$ cat src/rtl/dmi_buffer.sv
// DTM-to-DM decoupling buffer: request/response FIFOs with response-space reservation and DTM clear.
// Optional response watchdog enabled by defining DMI_BUF_TIMEOUT_EN.
module dmi_buffer #(
    parameter int unsigned ReqDepth      = 2,
    parameter int unsigned RespDepth     = 2,
    parameter int unsigned TimeoutCycles = 1024
) (
    input  logic                           clk,
    input  logic                           rst,
    input  logic                           dtm_clear,
    input  logic                           dtm_req_valid,
    output logic                           dtm_req_ready,
    input  logic [40:0]                    dtm_req,
    output logic                           dtm_resp_valid,
    input  logic                           dtm_resp_ready,
    output logic [33:0]                    dtm_resp,
    output logic                           dm_req_valid,
    input  logic                           dm_req_ready,
    output logic [40:0]                    dm_req,
    input  logic                           dm_resp_valid,
    output logic                           dm_resp_ready,
    input  logic [33:0]                    dm_resp,
    output logic [$clog2(RespDepth+1)-1:0] outstanding,
    output logic [$clog2(RespDepth+1)-1:0] drop_count,
    output logic                           timeout_event
);

    localparam int unsigned CW    = $clog2(RespDepth + 1);
    localparam int unsigned SW    = CW + 2;
    localparam int unsigned RQ_CW = $clog2(ReqDepth + 1);
    localparam int unsigned RQ_PW = (ReqDepth > 1) ? $clog2(ReqDepth) : 1;
    localparam int unsigned RS_PW = (RespDepth > 1) ? $clog2(RespDepth) : 1;

    // request FIFO
    logic [40:0]      req_mem [ReqDepth];
    logic [RQ_PW-1:0] req_rd_ptr;
    logic [RQ_PW-1:0] req_wr_ptr;
    logic [RQ_CW-1:0] req_count;
    logic             req_full;
    logic             req_empty;
    logic             req_push;
    logic             req_pop;

    // response FIFO
    logic [33:0]      resp_mem [RespDepth];
    logic [RS_PW-1:0] resp_rd_ptr;
    logic [RS_PW-1:0] resp_wr_ptr;
    logic [CW-1:0]    resp_count;
    logic             resp_full;
    logic             resp_empty;
    logic             resp_push;
    logic             resp_pop;
    logic [33:0]      resp_push_data;

    logic             resp_take;
    logic             resp_drop;
    logic             timeout_fire;
    logic [SW-1:0]    budget_used;
    logic             issue_ok;

    always_comb begin
        req_full   = (req_count == RQ_CW'(ReqDepth));
        req_empty  = (req_count == '0);
        resp_full  = (resp_count == CW'(RespDepth));
        resp_empty = (resp_count == '0);

        budget_used = SW'(outstanding) + SW'(drop_count) + SW'(resp_count);
        issue_ok    = (budget_used < SW'(RespDepth));

        dtm_req_ready  = !rst && !req_full && !dtm_clear;
        dm_req_valid   = !rst && !req_empty && !dtm_clear && issue_ok;
        dm_req         = req_mem[req_rd_ptr];
        dtm_resp_valid = !rst && !resp_empty;
        dtm_resp       = resp_mem[resp_rd_ptr];
        dm_resp_ready  = 1'b1;

        req_push = dtm_req_valid && dtm_req_ready;
        req_pop  = dm_req_valid && dm_req_ready;

        resp_take = dm_resp_valid && !dtm_clear && (drop_count == '0);
        resp_drop = dm_resp_valid && !dtm_clear && (drop_count != '0);
        resp_push = resp_take || timeout_fire;
        resp_pop  = dtm_resp_valid && dtm_resp_ready;

        resp_push_data = resp_take ? dm_resp : {32'h0, 2'd2};
    end

    always_ff @(posedge clk) begin
        if (req_push) begin
            req_mem[req_wr_ptr] <= dtm_req;
        end
        if (resp_push) begin
            resp_mem[resp_wr_ptr] <= resp_push_data;
        end
    end

    always_ff @(posedge clk) begin
        if (rst || dtm_clear) begin
            req_rd_ptr  <= '0;
            req_wr_ptr  <= '0;
            req_count   <= '0;
            resp_rd_ptr <= '0;
            resp_wr_ptr <= '0;
            resp_count  <= '0;
        end else begin
            if (req_push) begin
                req_wr_ptr <= (req_wr_ptr == RQ_PW'(ReqDepth - 1)) ? '0 : req_wr_ptr + 1'b1;
            end
            if (req_pop) begin
                req_rd_ptr <= (req_rd_ptr == RQ_PW'(ReqDepth - 1)) ? '0 : req_rd_ptr + 1'b1;
            end
            req_count <= req_count + RQ_CW'(req_push) - RQ_CW'(req_pop);

            if (resp_push) begin
                resp_wr_ptr <= (resp_wr_ptr == RS_PW'(RespDepth - 1)) ? '0 : resp_wr_ptr + 1'b1;
            end
            if (resp_pop) begin
                resp_rd_ptr <= (resp_rd_ptr == RS_PW'(RespDepth - 1)) ? '0 : resp_rd_ptr + 1'b1;
            end
            resp_count <= resp_count + CW'(resp_push) - CW'(resp_pop);
        end
    end

    // On clear every in-flight request becomes a response to be discarded;
    // a response arriving in the clear cycle itself is already accounted for.
    always_ff @(posedge clk) begin
        if (rst) begin
            outstanding <= '0;
            drop_count  <= '0;
        end else if (dtm_clear) begin
            outstanding <= '0;
            drop_count  <= outstanding + drop_count - CW'(dm_resp_valid);
        end else begin
            outstanding <= outstanding + CW'(req_pop) - CW'(resp_take) - CW'(timeout_fire);
            drop_count  <= drop_count - CW'(resp_drop) + CW'(timeout_fire);
        end
    end

`ifdef DMI_BUF_TIMEOUT_EN
    localparam int unsigned WW = $clog2(TimeoutCycles);

    logic [WW-1:0] wd_count;
    logic          wd_run;

    always_comb begin
        wd_run        = !rst && (outstanding != '0) && !dm_resp_valid && !dtm_clear;
        timeout_fire  = wd_run && (wd_count == WW'(TimeoutCycles - 1));
        timeout_event = timeout_fire;
    end

    always_ff @(posedge clk) begin
        if (rst || !wd_run || timeout_fire) begin
            wd_count <= '0;
        end else begin
            wd_count <= wd_count + 1'b1;
        end
    end
`else
    always_comb begin
        timeout_fire  = 1'b0;
        timeout_event = 1'b0;
    end
`endif

`ifndef SYNTHESIS
    always_ff @(posedge clk) begin
        assert (ReqDepth >= 1 && RespDepth >= 1 && TimeoutCycles >= 2);
        if (!rst) begin
            assert (!(resp_push && resp_full && !resp_pop));
            assert (!(resp_take && outstanding == '0));
            assert (!(dtm_clear && dm_resp_valid && outstanding == '0 && drop_count == '0));
            assert (SW'(outstanding) + SW'(resp_count) <= SW'(RespDepth));
`ifndef DMI_BUF_TIMEOUT_EN
            // a synthetic timeout response is briefly counted in both drop_count and resp_count
            assert (budget_used <= SW'(RespDepth));
`endif
        end
    end
`endif

endmodule

$ cat config.mk
export PLATFORM = sky130hd
export DESIGN_NAME = dmi_buffer
export DESIGN_NICKNAME = d
export VERILOG_FILES = /design/src/rtl/dmi_buffer.sv
export SDC_FILE = /design/constraint.sdc
export NUM_CORES = 1
export LEC_CHECK = 0
export ABC_AREA = 0
export CAP_MARGIN = 20
export CELL_PAD_IN_SITES_DETAIL_PLACEMENT = 1
export CELL_PAD_IN_SITES_GLOBAL_PLACEMENT = 2
export CORE_MARGIN = 8
export CORE_UTILIZATION = 31
export CTS_CLUSTER_DIAMETER = 80
export CTS_CLUSTER_SIZE = 20
export DETAILED_ROUTE_END_ITERATION = 10
export GPL_ROUTABILITY_DRIVEN = 0
export GPL_TIMING_DRIVEN = 0
export PLACE_DENSITY = 0.85
export SYNTH_ARGS = -nofsm -noshare
export SYNTH_HDL_FRONTEND = slang
export SYNTH_SLANG_ARGS = --single-unit
$ cat constraint.sdc
create_clock -name clk -period 3.19 [get_ports clk]
set_clock_uncertainty 0.2 [all_clocks]
set_input_delay 0.638 -clock clk [delete_from_list [all_inputs] [get_ports clk]]
set_output_delay 0.638 -clock clk [all_outputs]
set_load 0.05 [all_outputs]
# After elaboration in Yosys (flattened, before gate mapping)
# Memory sizes are Yosys's and may differ from the RTL's. A register that Yosys moved wholly into a read port is not among the register bits.
# Index checks and enable logic that the tools add are counted.
dict set report word_totals {
  in_bits 82
  rom_bits 0
  ramBits 150
  ff_bits 12
  word_cells 64
  latch_bits 0
  mem_count 2
}
# name depth width read_ports rd_clocked_by_memory_dff wr line
set mem_list {}
lappend mem_list {req_mem 2 41 1 1 1 35} ;# logic [40:0] req_mem [ReqDepth];
lappend mem_list {resp_mem 2 34 1 1 1 45} ;# logic [33:0] resp_mem [RespDepth];
dict set report op_classes {
  mul 0
  order_cmp 1
  eq_ne 1
  bitwise 0
  reduce_logical 23
  n_addsub 15
  shift 0
  div 0
  n_mux 14
}
# cell n
set op_table {}
lappend op_table {{$mux 34} 1}
lappend op_table {{$logic_and 1x1->1} 12}
lappend op_table {{$mux 1} 12}
lappend op_table {{$sub 2x1->2} 5}
lappend op_table {{$add 2x1->2} 3}
lappend op_table {{$logic_not 2->1} 3}
lappend op_table {{$logic_not 1->1} 5}
lappend op_table {{$add 1x1->1 const B} 4}
lappend op_table {{$add 3x2->4} 1}
lappend op_table {{$lt 4x2->1 const B} 1}
lappend op_table {{$add 2x2->3} 1}
lappend op_table {{$add 2x2->2} 1}
lappend op_table {{$eq 2x2->1 const B} 1}
lappend op_table {{$mux 2} 1}
lappend op_table {{$reduce_bool 2->1} 1}
lappend op_table {{$reduce_or 2->1} 1}
lappend op_table {{$logic_or 1x1->1} 1}

# Logic depth before layout (Yosys ltp)
dict set report depth {
  ltp_word 8
  ltp_mapped 13
  mapped_depth_nobuf 13
}

# Worst setup path before layout
# Ideal clock, no wire load.
dict set report synth_path {
  path_kind {register to output}
  startpoint {reg outstanding[1]}
  endpoint {out dm_req_valid}
  path_buffers 0
  path_slack_ns -0.609
  stages_incl_launch_ff 8
  t_arrival_ns 2.961
  t_required_ns 2.352
  path_cell_list {dfxtp_1 > inv_1 > fa_1 > inv_1 > ha_1 > or3b_1 > or2_2 > nor2_1}
}
dict set report synth_between {
  elab_chain_len 4
}
# item line
set synth_rtl {}
lappend synth_rtl {{start: declaration} 23} ;# output logic [$clog2(RespDepth+1)-1:0] outstanding,
lappend synth_rtl {{start signal: assignment} 134} ;# outstanding <= outstanding + CW'(req_pop) - CW'(resp_take) - CW'(timeout_fire);
lappend synth_rtl {{$add 2x2->3} 67} ;# budget_used = SW'(outstanding) + SW'(drop_count) + SW'(resp_count);
lappend synth_rtl {{$add 3x2->4} 67}
lappend synth_rtl {{$lt 4x2->1} 68} ;# issue_ok = (budget_used < SW'(RespDepth));
lappend synth_rtl {{$logic_and 1x1->1} 71} ;# dm_req_valid = !rst && !req_empty && !dtm_clear && issue_ok;
lappend synth_rtl {{end: declaration} 17} ;# output logic dm_req_valid,
# Every way passes these cells.

# Worst setup path in the final report
# Same ends and word-level chain as after synthesis.

==> metrics.yaml <==
status: "finished with violations"
violations: "negative setup slack"
hold_viol: 0
htree_levels: 4
cts-root-buf: "clkbuf_16"
vias: 3736
syn-mean-instance-area_um2: 17.41
drv_cap: 0
routed_wl_um: 15390
post_dp_cell_area_mm2: 0.008563
cts_hold_buf: 0
post-route-period-util_pct: 105.3
cpPeakStageDelay_ns: 0.53
crit_family: "adder cells"
wl_per_cell_um: 18.19
cp_cell_sequence: "inv_2 -> fa_1 -> inv_1 -> ha_1 -> or3b_4 -> or2_4 -> nor2_4 -> buf_8"
peakVddDrop_uv: 315.7
grt_pass1_wl_um: 23670
drt_first_pass_iters: 4
design_area_mm2: 0.009141
slew_headroom_pct: 39.69
post-place-ws_ns: -0.5392
leakage_nw: 3.273
grt_pass1_vias: 4214
power_frac_seq_pct: 48.3
cts.sinks: 164
clkPwrFrac_pct: 40.9
crit_path_start: "outstanding[1]"
core_mm2: 0.02082
crit-reg2reg-launch: "outstanding[1]"
rsz0062_at_grt: "yes"
cts_buffer_depth: 2
p_int_mw: 3.809
postSynthCellCount: 373
io_pins: 166
die_h_um: 160.7
viasPerCell: 4.416
synth.distinct_cells: 36
setup_viol_count_final: 2
clk_pin_slew_ns: 0.06
fin_ws_ns: -0.1693
die_w_um: 160.7
start_kind: "flop"
power.total_mw: 5.029
dpl.hpwl_um: 11190
hp-start: "req_wr_ptr"
path_class: "reg -> out"
tightest_slew_ns: 0.9047
cp_slowest_cell: "fa_1"
drt-initial-drc-count: 153
fillCellCount: 2084
fmax_mhz: 297.7
hp-class: "reg -> reg"
final_net_count: 653
diodes: 0
postRouteAntennaNets: 0
critPathCaptureType: "output pin"
syn-num-nets: 468
grt_antenna_before_repair: 0
syn_area_mm2: 0.006495
p_sw_mw: 1.220
drive_gt1_share_pct: 25.39
path_max_fanout: 4
p_per_area_mw_per_mm2: 550.1
slew_viol_final: 0
p_comb_share_pct: 10.8
syn2layout_area_growth_pct: 40.74
worst-path-buf-inv: 3
grt_remaining_overflow: 0
fin_util_pct: 43.90
start_util_pct: 31.19
insertion_delay_ns: 0.41
track_usage_pct: 11.86
ys_ff_latch: 164
fp.dieArea_mm2: 0.02584
yosysSeqAreaShare_pct: 73.67
yosysWarningCount: 0
numCtsBuffers: 17
crit_required_ns: 2.35
io_buffers: 162
rows: 53
grt_max_degree: 40
switching_share_pct: 24.25
cts_tree: "yes"
drt_drc_violations_left: 0
period_needed_ns: 3.359
cp.arrival_ns: 2.52
==> path summary, 6_finish.rpt <==
check                 end  slack, ns  depth (start not counted)
max          dm_req_valid      -0.17                          8
min            req_wr_ptr       0.31                          1
max reg2reg  req_count[1]      -0.03                         13
min reg2reg    req_wr_ptr       0.31                          1
==> layout by cell type (no fill, tap or decap), types with 2 or more instances in the layout <==
cell,count
inv_2,3
nor2_1,11
clkinv_1,2
nor2_4,3
clkbuf_16,17
edfxtp_1,150
inv_8,3
a21oi_1,5
nand2b_1,2
inv_1,9
o21ai_0,3
dlygate4sd2_1,71
conb_1,2
xnor2_1,5
and2_1,38
xor2_2,2
mux2_2,75
buf_4,4
clkdlybuf4s50_1,89
nand2_1,2
inv_6,3
clkinvlp_4,2
dfxtp_2,3
dfxtp_4,2
clkbuf_1,4
ha_1,9
or3_1,2
dfxtp_1,9
buf_6,2
bufinv_16,2
clkinv_4,3
buf_12,2
ha_4,2
buf_2,7
==> cell type report <==
cell class	instances	area [µm²]	share of cell area (%)
clock buffers	18	429.2	4.695
plain buffers	15	91.34	0.9992
clock inverters	14	165.2	1.807
flip-flops and latches	164	4796	52.46
multi-input cells	180	1644	17.99
repair buffers	167	1623	17.75
inverters	13	48.80	0.5338
well taps	275	344.1	3.764
==> routing by layer <==
metal	global-route usage, %	vias to the layer above	share of wire (%)
met5	0	-	0
met4	3.577	0	1.1
met3	3.430	16	6.4
met2	19.91	136	49
met1	14.55	1844	44
li1	-	1740	-
==> kinds of logic after synthesis <==
family                     after synthesis  share of synthesized area [%]
muxes                                   76                          13.16
DFF                                    164                          73.67
buffers and inverters                   29                          2.177
other                                    2                         0.1156
adders and majority gates               13                          2.620
AOI/OAI and AO/OA                       11                         0.9825
xor gates and xnor gates                 8                          1.079
and+or+nand+nor                         70                          6.203
==> metrics by stage <==
step	TNS, ns	hold slack, ns	instances
detailed placement	-0.8224	0.2996	813
CTS	-0.2157	0.2902	847
global route	-0.5399	0.3240	846
global placement	-107.12	0.2645	810
floorplan	0	0.2561	373
finish	-0.1975	0.3078	846
==> Yosys cell counts (all sizes together) <==
master	n	area share [%]
a2111oi	1	0.13
a21o	1	0.12
a21oi	5	0.39
and2	39	3.8
and3	1	0.096
buf	12	1.2
clkbuf	4	0.23
clkinv	1	0.058
conb	2	0.12
dfxtp	14	4.3
edfxtp	150	69
fa	1	0.31
ha	12	2.3
inv	12	0.69
mux2	75	13
mux2i	1	0.15
nand2	2	0.12
nand2b	2	0.19
nand3	1	0.077
nand3b	1	0.12
nor2	15	0.87
nor2b	1	0.096
nor3	1	0.077
nor3b	1	0.12
o21ai	3	0.23
o21bai	1	0.12
or2	2	0.19
or3	3	0.37
or3b	1	0.13
xnor2	5	0.67
xor2	3	0.40
==> registers in the layout (all words and copies together) (netlist names), named ones only <==
register	flops
drop_count	2
outstanding	2
req_count	2
req_mem	82
req_rd_ptr	1
req_wr_ptr	1
resp_count	2
resp_mem	68
resp_rd_ptr	1
resp_wr_ptr	1
==> repair_timing <==
| action | CTS | global route |
|---|---|---|
| buffers inserted | 2 | 0 |
| resized for setup | 81 | 11 |
| endpoints found under the hold margin | 0 | 0 |
| setup endpoints to repair | 74 | 16 |
| pin swaps | 2 | 2 |
==> power by group through the flow <==
stage	registers, mW	clock network (mW)	logic, mW
after CTS	2.43	2.13	0.551
after global placement	2.48	0	0.542
after floorplan	2.49	0	0.298
after detailed placement	2.48	0	0.566
final	2.43	2.06	0.545
after global routing	2.43	2.20	0.580
No activity file was read; power rests on OpenSTA's default activity.
==> patch 1: new RTL, same flow settings <==
Set the parameter `RespDepth` to 4 (it was 2).
--- a/src/rtl/dmi_buffer.sv
+++ b/src/rtl/dmi_buffer.sv
@@ -3,5 +3,5 @@
 module dmi_buffer #(
     parameter int unsigned ReqDepth      = 2,
-    parameter int unsigned RespDepth     = 2,
+    parameter int unsigned RespDepth     = 4,
     parameter int unsigned TimeoutCycles = 1024
 ) (
Interface: changed (resized drop_count and outstanding); port bits go from 166 to 168. The function was not compared with the original's and may differ.
==> patch 1 against the original RTL <==
Core utilization fell by 3.4 points; the run still ends with setup timing left; synthesized area up 45%; wire length up 39%; total power rose by 25%; count of clock-buffer cells in the layout increased by 5; worst setup slack worse by 0.26 ns; final cell count up 28%; critical endpoint unchanged; largest power group unchanged; cell area increased by 34%; combinational power is 32% higher; register-to-register slack worse by 0.38 ns; critical path type unchanged; sequential cell count rose by 74; die area rose by 40%.
==> patch 1: results (changes against the original RTL) <==
| Metric | Value |
|---|---|
| Fin Setup TNS | `-1.28 ns (was -0.198 ns)` |
| Reg-to-reg endpoint | `outstanding[2] (was req_count[1])` |
| Placed insts | `1,051 (was 813)` |
| VDD IR max | `0.000250 V (was 0.000316 V)` |
| Top cell type's share of synthesized area | `0.695 (was 0.694)` |
| Net count after synthesis | `592 (was 468)` |
| Vias in the first global route | `5,368 (was 4,214)` |
| Drt total wl | `21,400 um (was 15,400 um)` |
| Layout cells sized above 1 | `0.259 (was 0.254)` |
| Synth top area cells | `edfxtp_1 69%, mux4_2 8.1%, mux2_2 4.9%, dfxtp_1 4.2%, and2_1 2.8% (was edfxtp_1 69%, mux2_2 13%, dfxtp_1 4.3%, and2_1 3.8%, ha_1 2.3%)` |
| Vias | `4,858 (was 3,736)` |
| Syn Inst Count | `485 (was 373)` |
| Count of endpoints failing setup in the final report | `5 (was 2)` |
| H-tree levels | `1 (was 4)` |
| Tightest Pin Transition | `0.601 ns (was 0.905 ns)` |
| Synth cell count leaders | `218 x edfxtp_1, 42 x and2_1, 41 x mux2_2, 34 x mux4_2, 20 x dfxtp_1 (was 150 x edfxtp_1, 75 x mux2_2, 39 x and2_1, 15 x nor2_1, 14 x dfxtp_1)` |
| Biggest register | `resp_mem (was req_mem)` |
| Longest Clk Path Bufs | `3 (was 2)` |
| Hold Crit Start | `dtm_clear (was req_wr_ptr)` |
| Seq/Total Area, Yosys | `0.737 (about the same)` |
| Leak Pwr | `4.19 nW (was 3.27 nW)` |
| CP peak stage delay | `0.56 ns (was 0.53 ns)` |
| WP data arrival | `2.78 ns (was 2.52 ns)` |
| Layout net count | `789 (was 653)` |
| Slack of the critical path | `-0.426 ns (was -0.169 ns)` |
| First-pass GRT wire length | `32,300 um (was 23,700 um)` |
| Pin count of the biggest net entering global routing | `32 (was 40)` |
| Hold depth | `2 (was 1)` |
| Synth unique cells | `38 (was 36)` |
| Crit share post-route | `1.13 (was 1.05)` |
| Iter 0 DRT Violations | `182 (was 153)` |
| Total track usage | `0.114 (was 0.119)` |
| Worst slack at placement | `-0.575 ns (was -0.539 ns)` |
| Initial antenna violation count | `1 (was 0)` |
| Design area | `12,300 um^2 (was 9140 um^2)` |
| Failing checks | `setup timing (unchanged)` |
| HPWL Detailed | `14,900 um (was 11,200 um)` |
| Crit-path max FO | `2 (was 4)` |
| EDFF count, synth | `218 (was 150)` |
| Worst min-delay path class | `primary input to flip-flop (was flip-flop to flip-flop)` |
| Status | `complete, but fails checks (unchanged)` |
| Hold slack | `0.166 ns (was 0.308 ns)` |
## patch 1: changes by cell type after synthesis, moves of 3 or more
cell / change
mux2_2: -34
and2_1: +3
fa_1: +5
mux4_2: +34
nor2_1: +3
edfxtp_1: +68
dfxtp_1: +6
xnor2_1: +3
ha_1: +7
inv_1: +8
## patch 1: layout make-up
class,count,share of cell area
Clock inverter,4,0.00429
Inverter,20,0.00654
Buffer,20,0.0108
Tap cell,396,0.0404
Timing Repair Buffer,179,0.140
Sequential cell,238,0.569
Clock buffer,23,0.0366
Multi-Input combinational cell,206,0.193
## patch 1: metal layers
metal / share of wire / GRT usage / up-vias
met5: 0.00061 / 0 / -
met1: 0.42 / 0.142 / 2492
met3: 0.042 / 0.0199 / 28
met4: 0.025 / 0.0340 / 2
met2: 0.52 / 0.201 / 106
li1: - / - / 2230
## patch 1: how the worst max path moves through the flow
| stage | from | end | slack (ns) | depth (start not counted) |
|---|---|---|---|---|
| floorplan | drop_count[1] | outstanding[2] | -0.73 | 16 |
| global placement | rst | req_mem[0][9] | -1.07 | 4 |
| detailed placement | resp_count[1] | outstanding[2] | -0.58 | 16 |
| CTS | outstanding[2] | outstanding[2] | -0.45 | 16 |
| global route | outstanding[1] | outstanding[2] | -0.57 | 16 |
| finish | outstanding[1] | dm_req_valid | -0.43 | 9 |
## patch 1: cells by family (layout without fill, tap and decap cells)
family	Yosys count	after routing	share of synthesized area
fa+ha+maj	25	25	0.0380
compound gates	12	12	0.00770
flops	238	238	0.737
xor+xnor	10	10	0.00930
mux	77	77	0.132
other cells	2	2	0.000797
simple gates	80	80	0.0526
buf+inv	41	246	0.0219
## patch 1: power by group
group          switching, mW  internal, mW
Clock                   1.06          1.02
Combinational          0.425         0.293
Sequential            0.0264          3.47
Total                   1.51          4.78
## patch 1: worst max-delay path: cells and delay by family, from the launching register on
kind	cells	cell delay, ns
AOI/OAI and AO/OA	2	0.31
DFF	1	0.37
adders and majority gates	2	1.03
and+or+nand+nor	2	0.25
buffers and inverters	3	0.33
## patch 1: repair_timing
| item | CTS | global route |
|---|---|---|
| pin swaps | 6 | 9 |
| cloned | 0 | 0 |
| setup buffers | 5 | 4 |
| hold buffers | 0 | 0 |
| endpoints found under the setup margin | 80 | 36 |
| resized for setup | 83 | 33 |
==> patch 2: new RTL, same settings <==
Made on the original files. Build with the macro `DMI_BUF_TIMEOUT_EN` defined.
--- a/src/rtl/dmi_buffer.sv
+++ b/src/rtl/dmi_buffer.sv
@@ -1,4 +1,6 @@
 // DTM-to-DM decoupling buffer: request/response FIFOs with response-space reservation and DTM clear.
 // Optional response watchdog enabled by defining DMI_BUF_TIMEOUT_EN.
+`define DMI_BUF_TIMEOUT_EN
+
 module dmi_buffer #(
     parameter int unsigned ReqDepth      = 2,
Function: same outputs for any inputs over 4 cycles, from zero or initial values and one cycle with rst high; that may be too few to reach the edited logic, so the function may still have changed.
==> patch 2 against the original RTL <==
Critical path depth did not move; wire length rose by 13%; via count rose by 11%; cell area rose by 6.9%; largest power group unchanged; die area rose by 7.1%; worst setup slack got worse by 0.0072 ns; synthesized area rose by 7.9%; total power rose by 6.4%; critical endpoint unchanged; sequential cell count rose by 10; largest cell class unchanged; the flow still finishes with violations (setup timing).
==> patch 2: results (changes against the original RTL) <==
| Metric | Value |
|---|---|
| Hold depth | `2 (was 1)` |
| Placed insts | `880 (was 813)` |
| Fin Setup TNS | `-0.235 ns (was -0.198 ns)` |
| Hold Crit Start | `wd_count[6] (was req_wr_ptr)` |
| Pin count of the biggest net entering global routing | `42 (was 40)` |
| R2R setup slack | `-0.06 ns (was -0.03 ns)` |
| Net count after synthesis | `526 (was 468)` |
| Synth unique cells | `41 (was 36)` |
| Multi-input logic area | `1960 um^2 (was 1640 um^2)` |
| Drt total wl | `17,300 um (was 15,400 um)` |
| Post-route insts no fill | `920 (was 846)` |
| Hold slack | `0.326 ns (was 0.308 ns)` |
| M1 GR Usage | `0.141 (was 0.145)` |
| Synth cell count leaders | `150 x edfxtp_1, 75 x mux2_2, 39 x and2_1, 24 x dfxtp_1, 18 x inv_1 (was 150 x edfxtp_1, 75 x mux2_2, 39 x and2_1, 15 x nor2_1, 14 x dfxtp_1)` |
| Failing checks | `setup timing (unchanged)` |
| DP Area | `9130 um^2 (was 8560 um^2)` |
| Status | `complete, but fails checks (unchanged)` |
| Layout cells sized above 1 | `0.254 (about the same)` |
| Port Buffers | `164 (was 162)` |
| VDD IR max | `0.000290 V (was 0.000316 V)` |
| R2R depth | `14 (was 13)` |
| Worst slack at placement | `-0.514 ns (was -0.539 ns)` |
| Post-CTS Resized | `93 (was 81)` |
| Slack of the critical path | `-0.176 ns (was -0.169 ns)` |
| Vias in the first global route | `4,714 (was 4,214)` |
| Count of endpoints failing setup in the final report | `2 (unchanged)` |
| First-pass GRT wire length | `27,100 um (was 23,700 um)` |
| Worst hold endpoint | `wd_count[6] (was req_wr_ptr)` |
| # fillers | `2,221 (was 2,084)` |
==> patch 2: cell type report <==
cell class / instances / area share
inverters: 18 / 0.00691
repair buffers: 175 / 0.174
multi-input cells: 222 / 0.201
well taps: 285 / 0.0365
plain buffers: 14 / 0.00730
flip-flops and latches: 174 / 0.511
clock buffers: 17 / 0.0435
clock inverters: 15 / 0.0197
==> patch 2: routing by layer <==
metal,share of wire,up-vias,wire length (um)
met3,0.058,13,1000
met2,0.52,121,9030
met5,0,-,0
met4,0.014,0,245
li1,-,1974,-
met1,0.41,2056,7050
==> patch 2: power by group <==
group	internal, mW	switching [mW]	leakage [nW]
logic	0.264	0.384	1.68
clock network	1.14	1.00	0.299
registers	2.54	0.0219	1.59
==> patch 2: critical path, cell delays in order, from the launching register on <==
cell and delay [ns]:
dfxtp_4 0.35, inv_2 0.05, fa_1 0.52, inv_1 0.04
ha_1 0.28, or3b_4 0.38, or2_4 0.25, nor2_4 0.09
buf_8 0.15
==> patch 2: how the worst max path moves through the flow <==
| stage | startpoint | end | cells after the start |
|---|---|---|---|
| after floorplan | outstanding[1] | dm_req_valid | 7 |
| after global placement | dtm_clear | resp_mem[1][6] | 7 |
| after detailed placement | drop_count[1] | dm_req_valid | 8 |
| after CTS | outstanding[1] | dm_req_valid | 8 |
| after global routing | outstanding[1] | dm_req_valid | 8 |
| final | outstanding[1] | dm_req_valid | 8 |
==> patch 2: logic make-up (layout without fill, tap and decap cells) <==
logic type               Yosys count  count (layout)  share of synthesized area
AO/OA/AOI/OAI                     24              24                     0.0207
adder cells (fa/ha/maj)           16              16                     0.0307
AND/OR/NAND/NOR                   93              93                     0.0802
other                              1               1                   0.000535
buffers and inverters             32             239                     0.0195
flip-flops                       174             174                      0.711
multiplexers                      76              76                      0.122
XOR/XNOR                          12              12                     0.0150
